**config.mk**
```make
export PLATFORM = sky130hd
export DESIGN_NAME = ccff_chain_loader
export DESIGN_NICKNAME = d
export VERILOG_FILES = /design/src/rtl/ccff_chain_loader.sv
export SDC_FILE = /design/constraint.sdc
export NUM_CORES = 1
export LEC_CHECK = 0
export BUFFER_PORTS_ARGS = -buffer_cell sky130_fd_sc_hd__clkbuf_2
export CAP_MARGIN = 20
export CORE_UTILIZATION = 65
export CTS_BUF_LIST = sky130_fd_sc_hd__clkbuf_4 sky130_fd_sc_hd__clkbuf_8 sky130_fd_sc_hd__clkbuf_16
export DETAILED_ROUTE_END_ITERATION = 8
export HOLD_SLACK_MARGIN = 0.05
export PLACE_DENSITY = 0.91
export SLEW_MARGIN = 20
export SYNTH_ARGS = -nofsm -noshare
export SYNTH_HDL_FRONTEND = slang
export SYNTH_SLANG_ARGS = --single-unit
```
**constraint.sdc**
```tcl
create_clock -name clk -period 6 [get_ports clk]
set_clock_uncertainty 0.2 [all_clocks]
set_input_delay 0.6 -clock clk [delete_from_list [all_inputs] [get_ports clk]]
set_output_delay 0.6 -clock clk [all_outputs]
set_load 0.02 [all_outputs]
```
**src/rtl/ccff_chain_loader.sv**
```systemverilog
// ccff_chain_loader
// Sequencer that programs a serial chain of static_dff configuration cells.
// Bitstream words arrive over a valid/ready port and are shifted MSB-first
// into the chain head, one bit per clock, with a registered shift enable.
// Optional feature: define CCFF_TAIL_CHECK_EN to add the cc_tail input and
// an end-of-run check that the first shifted bit reached the chain tail.
module ccff_chain_loader #(
    parameter int CHAIN_LEN = 64,
    parameter int WORD_W    = 8,
    parameter int CNT_W     = 16
) (
    input  logic              clk,
    input  logic              reset,
    input  logic              start,
    input  logic              abort,
    input  logic              in_valid,
    output logic              in_ready,
    input  logic [WORD_W-1:0] in_data,
`ifdef CCFF_TAIL_CHECK_EN
    input  logic              cc_tail,
`endif
    output logic              cc_head,
    output logic              cc_en,
    output logic              busy,
    output logic              done,
    output logic              err
);

    typedef enum logic [1:0] {
        S_IDLE  = 2'd0,
        S_LOAD  = 2'd1,
        S_SHIFT = 2'd2,
        S_DONE  = 2'd3
    } state_t;

    localparam logic [CNT_W-1:0] CHAIN_LEN_C = CNT_W'(CHAIN_LEN);
    localparam logic [CNT_W-1:0] WORD_W_C    = CNT_W'(WORD_W);
    localparam logic [CNT_W-1:0] ONE_C       = CNT_W'(1);

    state_t            state_r;
    logic [WORD_W-1:0] word_r;      // bits still waiting to be shifted, MSB next
    logic [CNT_W-1:0]  bit_cnt_r;   // bits shifted so far in this run
    logic [CNT_W-1:0]  rem_r;       // shift cycles left in the current word after this one
    logic [CNT_W-1:0]  remaining_s;
    logic [CNT_W-1:0]  n_s;         // bits to take from the word being accepted

`ifdef CCFF_TAIL_CHECK_EN
    logic              first_bit_r; // first bit shifted in the run
    logic              chk_pend_r;  // tail comparison due at the next edge
`endif

    // Number of bits to shift from the next word: a full word, or the tail of the chain
    always_comb begin
        remaining_s = CHAIN_LEN_C - bit_cnt_r;
        if (remaining_s < WORD_W_C) begin
            n_s = remaining_s;
        end else begin
            n_s = WORD_W_C;
        end
    end

    // Sequencer FSM with datapath and registered handshake/chain outputs
    always_ff @(posedge clk) begin
        if (!reset) begin
            state_r   <= S_IDLE;
            word_r    <= '0;
            bit_cnt_r <= '0;
            rem_r     <= '0;
            in_ready  <= 1'b0;
            cc_head   <= 1'b0;
            cc_en     <= 1'b0;
            busy      <= 1'b0;
            done      <= 1'b0;
            err       <= 1'b0;
`ifdef CCFF_TAIL_CHECK_EN
            first_bit_r <= 1'b0;
            chk_pend_r  <= 1'b0;
`endif
        end else if (abort) begin
            // Abort beats start; err is deliberately left untouched
            state_r  <= S_IDLE;
            in_ready <= 1'b0;
            cc_head  <= 1'b0;
            cc_en    <= 1'b0;
            busy     <= 1'b0;
            done     <= 1'b0;
`ifdef CCFF_TAIL_CHECK_EN
            chk_pend_r <= 1'b0;
`endif
        end else begin
            case (state_r)
                S_IDLE, S_DONE: begin
                    if (start) begin
                        state_r   <= S_LOAD;
                        bit_cnt_r <= '0;
                        in_ready  <= 1'b1;
                        busy      <= 1'b1;
                        done      <= 1'b0;
                        err       <= 1'b0;
                    end else begin
                        state_r <= state_r;
                    end
                end
                S_LOAD: begin
                    if (in_valid && in_ready) begin
                        // First bit goes out with cc_en on the very next cycle
                        state_r  <= S_SHIFT;
                        word_r   <= in_data << 1;
                        cc_head  <= in_data[WORD_W-1];
                        cc_en    <= 1'b1;
                        in_ready <= 1'b0;
                        rem_r    <= n_s - ONE_C;
`ifdef CCFF_TAIL_CHECK_EN
                        if (bit_cnt_r == '0) begin
                            first_bit_r <= in_data[WORD_W-1];
                        end else begin
                            first_bit_r <= first_bit_r;
                        end
`endif
                    end else begin
                        state_r <= S_LOAD;
                    end
                end
                S_SHIFT: begin
                    // The chain takes one bit at every edge of this state
                    bit_cnt_r <= bit_cnt_r + ONE_C;
                    if (rem_r == '0) begin
                        cc_en   <= 1'b0;
                        cc_head <= 1'b0;
                        if (bit_cnt_r == CHAIN_LEN_C - ONE_C) begin
                            state_r <= S_DONE;
                            done    <= 1'b1;
                            busy    <= 1'b0;
`ifdef CCFF_TAIL_CHECK_EN
                            // First bit sits on the tail Q once this final shift lands
                            chk_pend_r <= (CHAIN_LEN > 1);
`endif
                        end else begin
                            state_r  <= S_LOAD;
                            in_ready <= 1'b1;
                        end
                    end else begin
                        cc_head <= word_r[WORD_W-1];
                        word_r  <= word_r << 1;
                        rem_r   <= rem_r - ONE_C;
                    end
                end
                default: begin
                    state_r  <= S_IDLE;
                    in_ready <= 1'b0;
                    cc_head  <= 1'b0;
                    cc_en    <= 1'b0;
                    busy     <= 1'b0;
                    done     <= 1'b0;
                end
            endcase
`ifdef CCFF_TAIL_CHECK_EN
            if (chk_pend_r) begin
                chk_pend_r <= 1'b0;
                if (cc_tail != first_bit_r) begin
                    err <= 1'b1;
                end else begin
                    err <= err;
                end
            end else begin
                chk_pend_r <= chk_pend_r;
            end
`endif
        end
    end

endmodule
```
* After elaboration in Yosys (flattened, before gate mapping)
Index checks and enable logic that the tools add are counted.
Word-level totals: flip-flop bits (word level) 47, bits of input ports 13, output and inout bits 6, logic and storage cells 72
Operators by class: add/subtract/negate cells 4, magnitude comparators 1, eq/ne operators 10, muxes and demuxes 32, bitwise gates (word level) 2, reductions and logical operators 14
Operator list (count):
- $mux W16 | 4
- $pmux W16 S2 | 2
- $sub A16 B1 Y16 const B | 2
- $add A16 B1 Y16 const B | 1
- $eq A16 B6 Y1 const B | 1
- $logic_not A16 Y1 | 1
- $lt A16 B4 Y1 const B | 1
- $mux W8 | 2
- $pmux W8 S2 | 1
- $sub A7 B16 Y16 const A | 1
- $mux W1 | 13
- $ne A2 B2 Y1 const B | 6
- $reduce_and A4 Y1 | 3
- $mux W2 | 4
- $pmux W1 S2 | 4
- $pmux W2 S3 | 1
- $reduce_and A3 Y1 | 2
- $eq A2 B2 Y1 const B | 2
- $reduce_and A2 Y1 | 2
- $reduce_bool A2 Y1 | 2
- $reduce_or A2 Y1 | 2
- $pmux W1 S3 | 1
- $eq A2 B1 Y1 const B | 1
- $logic_not A2 Y1 | 1
- 2 further kinds | 3

* Logic depth before layout (Yosys ltp)
Gate-level depths: netlist of run 1.
depth in word-level cells 6, depth in mapped cells 16, gate-level depth less buffers 14

* Least setup slack after synthesis of run 1
OpenSTA, ideal clock, no wires.
kind reg-to-reg, start register bit_cnt_r[0], end register rem_r[8], setup time 0.103 ns, arrival time 3.355 ns, data required time 5.697 ns, path slack 2.342 ns, cell stages (with the launch flop) 17, buffers on the path 2, period minus slack after synthesis 3.658 ns, path through dfxtp_1 buf_1 inv_1 ha_1 clkbuf_1 or3b_1 o21ai_1 a211oi_1 or4_1 nor3_2 a22oi_1 ha_1 nor2b_1 nand3_1 nor2_1 o2bb2ai_1 a222oi_1
Between the ends: cells in the longest elaborated chain, start to end 6
Ends and longest elaborated chain:
- from (decl) | line 42 | logic [CNT_W-1:0] bit_cnt_r;
- from (signal assigned) | line 126 | bit_cnt_r <= bit_cnt_r + ONE_C;
- $sub A7 B16 Y16 * | line 54 | remaining_s = CHAIN_LEN_C - bit_cnt_r;
- $lt A16 B4 Y1 | line 55 | if (remaining_s < WORD_W_C) begin
- $mux W16 * | line 55
- $sub A16 B1 Y16 * | line 112 | rem_r <= n_s - ONE_C;
- $mux W16 * | line 105 | if (in_valid && in_ready) begin
- $pmux W16 S2 * | line 91 | case (state_r)
- to (signal assigned) | line 112
- to (signal assigned) | line 145 | rem_r <= rem_r - ONE_C;
- to (decl) | line 43 | logic [CNT_W-1:0] rem_r;
Mark *: on every way between the ends. The rest lies on a longest branch, timed or not. The select of a mux whose other input is x is not followed. A chain may end at the register's enable or synchronous reset.

* Worst setup path after layout of run 1
Ends and elaborated chain as after synthesis.

==> metrics.txt, run 1 <==
grt total ovfl=0; H-tree lvl count=2; min-delay worst type=reg -> reg; flops & latches, synth=46; nets=approximately 400; CP max FO=13; Top FF cell, synth=dfxtp_1; number of global-route vias before repair=~2700; DRC errors left=0; RSZ-0062 raised after global routing=no; sequential share of the synthesized area=between 30% and 40%; critical path's largest stage delay=about 0.62 ns; power per cell area=between 200 and 250 nW/µm²; most frequent CP cell=ha_1; synthesized area per cell=7.72 µm²; CTS clk-pin slew, worst paths=about 0.090 ns; post-route minimum period=4.19 ns; Distinct cells, synth=70; final wirelength=7.58 mm; highest clock rate=239 MHz; fin crit share=69.9%; Max-cap violations=0; Leak=0.00111 µW; setup TNS=0 ns; Synth area leader=dfxtp_1; Fill cells=327; Setup crit start kind=register; largest net degree at the start of global routing=36; synth top area cells=dfxtp_1, nor2_1, nand2_1; Crit path arrival time=roughly 4.2 ns; Yosys top cell area share=a little under a third; Routability Congestion=roughly 1.0; CP endpoint kind=register; Num CTS Buffers=5; root cell of the clock tree=clkbuf_8; Area Growth Syn to Fin=7.21%; initial antenna violation count=0; I/O pin count=19; detailed placement HPWL=4.94 mm; pre-CTS WS=2.12 ns; final setup violation count=0; CTS sink cnt=46; maximum vdd drop=0.135 mV; GRT Util Overall=around a third; Crit path required time=between 5 and 6 ns; Post-synth ARST share=0%; layout cells sized above 1=10.1%; post_cts resized=0; syn_nets=401; wire per inst=about 17 µm; antenna diode count=0; CP max stage cell=dfxtp_1; postcts setup bufs=0; Vias=2993; die width=69.4 µm; Die Height=69.4 µm; number of buffers added on ports=17; CP Cell Sequence=inv_1, ha_1, or3b_1, o21ai_1, a211oi_1, or4_1, nor3_2, a22oi_1, ha_1, a21boi_0, nand2_1, or2_1, a222oi_1; clock network power share=41.0%; Comb pwr share=a little over an eighth; slew at the pin closest to its max-slew limit=approximately 0.85 ns; Syn Inst Count=between 300 and 400; Die Area=between 4000 and 5000 µm²; Post-synth EDFFs=0; final setup margin=around 1.8 ns; Core Footprint=4350 µm²; clock tree from TritonCTS=yes; Setup CP Type=reg -> reg; internal power=525 µW; relative slew slack=42.6%; Final ANT Viol Nets=0; worst r2r path cells=13; global-route wire length before repair=roughly 13 mm; Netlist Area Pre-Place=between 2000 and 3000 µm²; hold buffers post-CTS=0; net load switching power=177 µW; fin util=roughly 73%; Ys Warns=0; r2r setup slk=1.81 ns; outcome=complete, no violations; row count=24; Initial Util=67.7%; fin. max-slew vios=0; hold path depth=2; number of vias per cell=6.83; Final Hold Viols=0; Clk Latency, worst-skew pair=0.30 ns; switching part of the total=25.2%; register share of total power=45.6%; CTS Buffer Depth=2; First DRT Iteration DRCs=498; Detailed Routing Iterations Pass 1=6
## logic make-up (layout without fill, tap and decap cells)
logic type      after synthesis  in the layout  share of synthesized area (%)
fa+ha+maj                     6              6                           2.55
simple gates                170            170                           29.4
xor+xnor                     18             18                           5.35
mux                          10             10                           3.44
other cells                   1              1                          0.127
compound gates               95             95                           22.9
flops                        46             46                           31.2
buf+inv                      36             40                           5.01
## registers in the layout, summed over array words and instances, names as in the netlist
register,count
in_ready,1
busy,1
state_r,2
word_r,7
cc_head,1
cc_en,1
bit_cnt_r,16
done,1
rem_r,16
## power by group through the flow
stage	registers [µW]	clock network [µW]	logic (µW)
final	320	288	94.0
after global routing	321	296	103
after CTS	320	288	91.8
after detailed placement	327	0	89.9
after global placement	326	0	88.0
after floorplan	325	0	69.7
## critical path: cells and delay by family, from the launching register on
family	cells	cell delay, ns
fa+ha+maj	2	0.59
flops	1	0.62
simple gates	5	1.07
buf+inv	1	0.09
compound gates	5	1.50
## path summary, 6_finish.rpt
path,startpoint,end
hold / removal,done,done
setup reg to reg,bit_cnt_r[0],rem_r[8]
setup / recovery,bit_cnt_r[0],rem_r[8]
hold reg to reg,done,done
## cell usage after synthesis, drive strengths merged (2+ instances only)
| cell | count |
|---|---|
| inv | 11 |
| a311oi | 2 |
| nor2 | 54 |
| ha | 6 |
| or3 | 5 |
| a221oi | 2 |
| a2bb2oi | 2 |
| nand4b | 2 |
| nor3b | 2 |
| o21a | 4 |
| a21o | 3 |
| buf | 4 |
| o31ai | 3 |
| nand2b | 4 |
| a31oi | 3 |
| o221ai | 3 |
| nor4 | 7 |
| or4 | 3 |
| a31o | 4 |
| and3 | 3 |
| xor2 | 10 |
| a21oi | 17 |
| o311ai | 2 |
| a21boi | 4 |
| nand3 | 19 |
| nand2 | 30 |
| a211oi | 13 |
| or2 | 3 |
| nor2b | 2 |
| o22ai | 4 |
| and4 | 3 |
| o211ai | 4 |
| clkbuf | 20 |
| o21ai | 11 |
| dfxtp | 46 |
| and2 | 7 |
| a22oi | 4 |
| mux2i | 9 |
| nor3 | 17 |
| xnor2 | 8 |
| nand4 | 6 |
## layout make-up
cell class	instances	area, µm²	share of cell area (%)
Inverter	12	45.0	1.42
Clock buffer	6	82.6	2.61
Sequential cell	46	921	29.1
Tap cell	52	65.1	2.06
Timing Repair Buffer	20	108	3.40
Clock inverter	2	60.1	1.90
Multi-Input combinational cell	300	1880	59.5
## per-stage QoR
step / hold WS (ns) / instances / area [µm²] / total power (µW)
4_1_cts: 0.287 / 438 / 3160 / 700
3_3_place_gp: 0.265 / 430 / 3020 / 414
2_1_floorplan: 0.260 / 382 / 2950 / 395
3_5_place_dp: 0.274 / 430 / 3020 / 417
5_1_grt: 0.322 / 438 / 3160 / 720
6_report: 0.283 / 438 / 3160 / 702
## metal layers
layer / wire [µm] / GRT usage (%) / part of all wire, %
met5: 0 / 0 / 0
met4: 226 / 15.4 / 3.0
met3: 656 / 5.38 / 8.7
met2: 3530 / 50.3 / 47
met1: 3160 / 41.8 / 42
## cells in the final DEF (no fill, tap or decap), types with 5 or more instances in the layout
master	instances
ha_1	6
nand4_1	6
clkbuf_2	17
or3_1	5
nor2_1	54
inv_1	11
a21oi_1	16
nor3_1	16
and2_1	7
a211oi_1	13
clkbuf_8	6
o21ai_0	7
xor2_1	10
mux2i_1	9
dfxtp_1	46
nand3_1	19
xnor2_1	8
nand2_1	30
(Power assumes the default switching activity.)
==> run 2: changes to the inputs <==
--- a/config.mk
+++ b/config.mk
@@ -7,11 +7,11 @@
 export LEC_CHECK = 0
 export BUFFER_PORTS_ARGS = -buffer_cell sky130_fd_sc_hd__clkbuf_2
 export CAP_MARGIN = 20
-export CORE_UTILIZATION = 65
+export CORE_UTILIZATION = 61
 export CTS_BUF_LIST = sky130_fd_sc_hd__clkbuf_4 sky130_fd_sc_hd__clkbuf_8 sky130_fd_sc_hd__clkbuf_16
 export DETAILED_ROUTE_END_ITERATION = 8
 export HOLD_SLACK_MARGIN = 0.05
-export PLACE_DENSITY = 0.91
+export PLACE_DENSITY = 0.86
 export SLEW_MARGIN = 20
 export SYNTH_ARGS = -nofsm -noshare
 export SYNTH_HDL_FRONTEND = slang
==> constraint.sdc (replaced) <==
create_clock -name clk -period 3.92 [get_ports clk]
set_clock_uncertainty 0.2 [all_clocks]
set_input_delay 0.392 -clock clk [delete_from_list [all_inputs] [get_ports clk]]
set_output_delay 0.392 -clock clk [all_outputs]
set_load 0.02 [all_outputs]
==> run 2 against run 1 <==
- first-iteration DRC count shrank 42%
- sequential power is 52% higher
- flip-flop and latch count is the same
- final area down 0.24%
- worst hold slack lost 0.13 ns
- sequential share of layout area rose by 0.069 points
- total power grew 34%
- largest cell class unchanged
==> metrics.txt, run 2 (synthesized netlist as in run 1, its figures left out) <==
clock tree from TritonCTS=yes (unchanged); H-tree lvl count=2 (unchanged); outcome=complete, no violations (unchanged); Die Area=5120 µm² (was 4810 µm²); Initial Util=65.5% (was 67.7%); Hold EP=word_r[1] (was done); CP Cell Sequence=or3_1, o31a_1, a211oi_1, or4_4, nor3_2, a22oi_1, ha_1, a21boi_1, nand2_1, or2_1, a222oi_1 (was inv_1, ha_1, or3b_1, o21ai_1, a211oi_1, or4_1, nor3_2, a22oi_1, ha_1, a21boi_0, nand2_1, or2_1, a222oi_1); critical path's largest stage delay=0.50 ns (was 0.62 ns); commonest non-fill, non-tap cell in the layout=nor2_1 (unchanged); DRC errors left=0 (unchanged); number of buffers added on ports=17 (unchanged); detailed placement HPWL=4.92 mm (was 4.94 mm); final setup violation count=0 (unchanged); Clk Latency, worst-skew pair=0.30 ns (about the same); Finished Layout Cells=442 (was 438); Setup crit start kind=register (unchanged); HP Start=in_data[0] (was done); Num CTS Buffers=5 (unchanged); initial antenna violation count=0 (unchanged); CTS clk-pin slew, worst paths=0.09 ns (about the same); die width=71.5 µm (was 69.4 µm); CP max stage cell=or3_1 (was dfxtp_1); global-route wire length before repair=11.9 mm (was 12.6 mm); Routability Congestion=1.02 (about the same); maximum vdd drop=0.226 mV (was 0.135 mV); Vias=2861 (was 2993); post_cts resized=0 (unchanged); largest registers=bit_cnt_r x16, rem_r x16, word_r x7 (unchanged); Finished Cell Area=3150 µm² (was 3160 µm²); min-delay worst type=in -> reg (was reg -> reg); Pwr Total=944 µW (was 702 µW); wire per inst=15.4 µm (was 17.3 µm); final hold slack=0.149 ns (was 0.283 ns); layout cells sized above 1=11.3% (was 10.1%); highest clock rate=275 MHz (was 239 MHz); CTS sink cnt=46 (unchanged); number of global-route vias before repair=2608 (was 2737); row count=24 (unchanged); FF-to-FF End=rem_r[8] (unchanged); Final ANT Viol Nets=0 (unchanged); CTS Buffer Depth=2 (unchanged); hold path depth=3 (was 2); power per cell area=299 nW/µm² (was 222 nW/µm²); worst r2r path cells=11 (was 13); Crit path arrival time=3.64 ns (was 4.17 ns); Setup CP Type=reg -> reg (unchanged); Detailed Routing Iterations Pass 1=6 (unchanged); setup TNS=0 ns (unchanged); slew at the pin closest to its max-slew limit=0.836 ns (was 0.854 ns); relative slew slack=43.7% (was 42.6%); placed cell count=434 (was 430); fin. max-slew vios=0 (unchanged); nets=408 (was 404); multi-input logic area=1890 µm² (was 1880 µm²); post-route minimum period=3.64 ns (was 4.19 ns); hold buffers post-CTS=0 (unchanged); largest net degree at the start of global routing=29 (was 36); CP endpoint kind=register (unchanged); Fill cells=373 (was 327); number of vias per cell=6.47 (was 6.83); RR Startpoint=bit_cnt_r[7] (was bit_cnt_r[0]); First DRT Iteration DRCs=290 (was 498); GRT Util Overall=29.1% (was 31.7%); Max-cap violations=0 (unchanged); register area=921 µm² (unchanged); grt total ovfl=0 (unchanged); final wirelength=6.81 mm (was 7.58 mm); fin crit share=92.8% (was 69.9%); most frequent cells in the layout=nor2_1, dfxtp_1, nand2_1 (unchanged); r2r setup slk=0.28 ns (was 1.81 ns); Final Hold Viols=0 (unchanged); I/O pin count=19 (unchanged); Core Footprint=4500 µm² (was 4350 µm²); placed instance area=3050 µm² (was 3020 µm²); CP max FO=12 (was 13); root cell of the clock tree=clkbuf_8 (unchanged); Crit path required time=3.92 ns (was 5.98 ns); Die Height=71.5 µm (was 69.4 µm); RSZ-0062 raised after global routing=no (unchanged); postcts setup bufs=0 (unchanged); Leak=0.00112 µW (was 0.00111 µW); Area Growth Syn to Fin=6.96% (was 7.21%); antenna diode count=0 (unchanged)
-- run 2: layer usage --
metal	wire [µm]	GRT usage [%]	part of all wire (%)	vias up
li1	-	-	-	1409
met1	3140	40.0	46	1305
met2	3070	44.4	45	129
met3	471	5.77	6.9	18
met4	125	13.1	1.8	0
met5	0	0	0	-
-- run 2: cell type report --
class	instances	area share [%]
well taps	52	2.06
multi-input cells	300	59.9
flip-flops and latches	46	29.2
clock inverters	1	0.159
clock buffers	7	2.86
repair buffers	24	4.36
inverters	12	1.43
-- run 2: worst max path at each step --
stage / slack [ns] / cells after the start / from / endpoint
after global routing: 0.07 / 11 / bit_cnt_r[7] / rem_r[8]
final: 0.28 / 11 / bit_cnt_r[7] / rem_r[8]
after detailed placement: 0.20 / 11 / bit_cnt_r[7] / rem_r[8]
after CTS: 0.18 / 11 / bit_cnt_r[7] / rem_r[8]
after global placement: 0.35 / 11 / bit_cnt_r[7] / rem_r[8]
after floorplan: 0.26 / 16 / bit_cnt_r[0] / rem_r[8]
-- run 2: where the power goes --
part	leakage, µW	internal [µW]	switching, µW
clock network	0.0000517	150	161
registers	0.000372	477	8.77
logic	0.000692	58.2	88.8
-- run 2: per-stage QoR --
step	utilization (%)	setup slack, ns
2_1_floorplan	-	0.262
3_3_place_gp	67.7	0.355
3_5_place_dp	67.7	0.202
4_1_cts	69.8	0.184
5_1_grt	70.0	0.0739
6_report	70.0	0.281
-- run 2: worst max-delay path, delay by kind of cell (launching register included) --
kind	cells	cell delay (ns)
AO/OA/AOI/OAI	5	1.44
adder cells (fa/ha/maj)	1	0.29
flip-flops	1	0.43
AND/OR/NAND/NOR	5	1.18
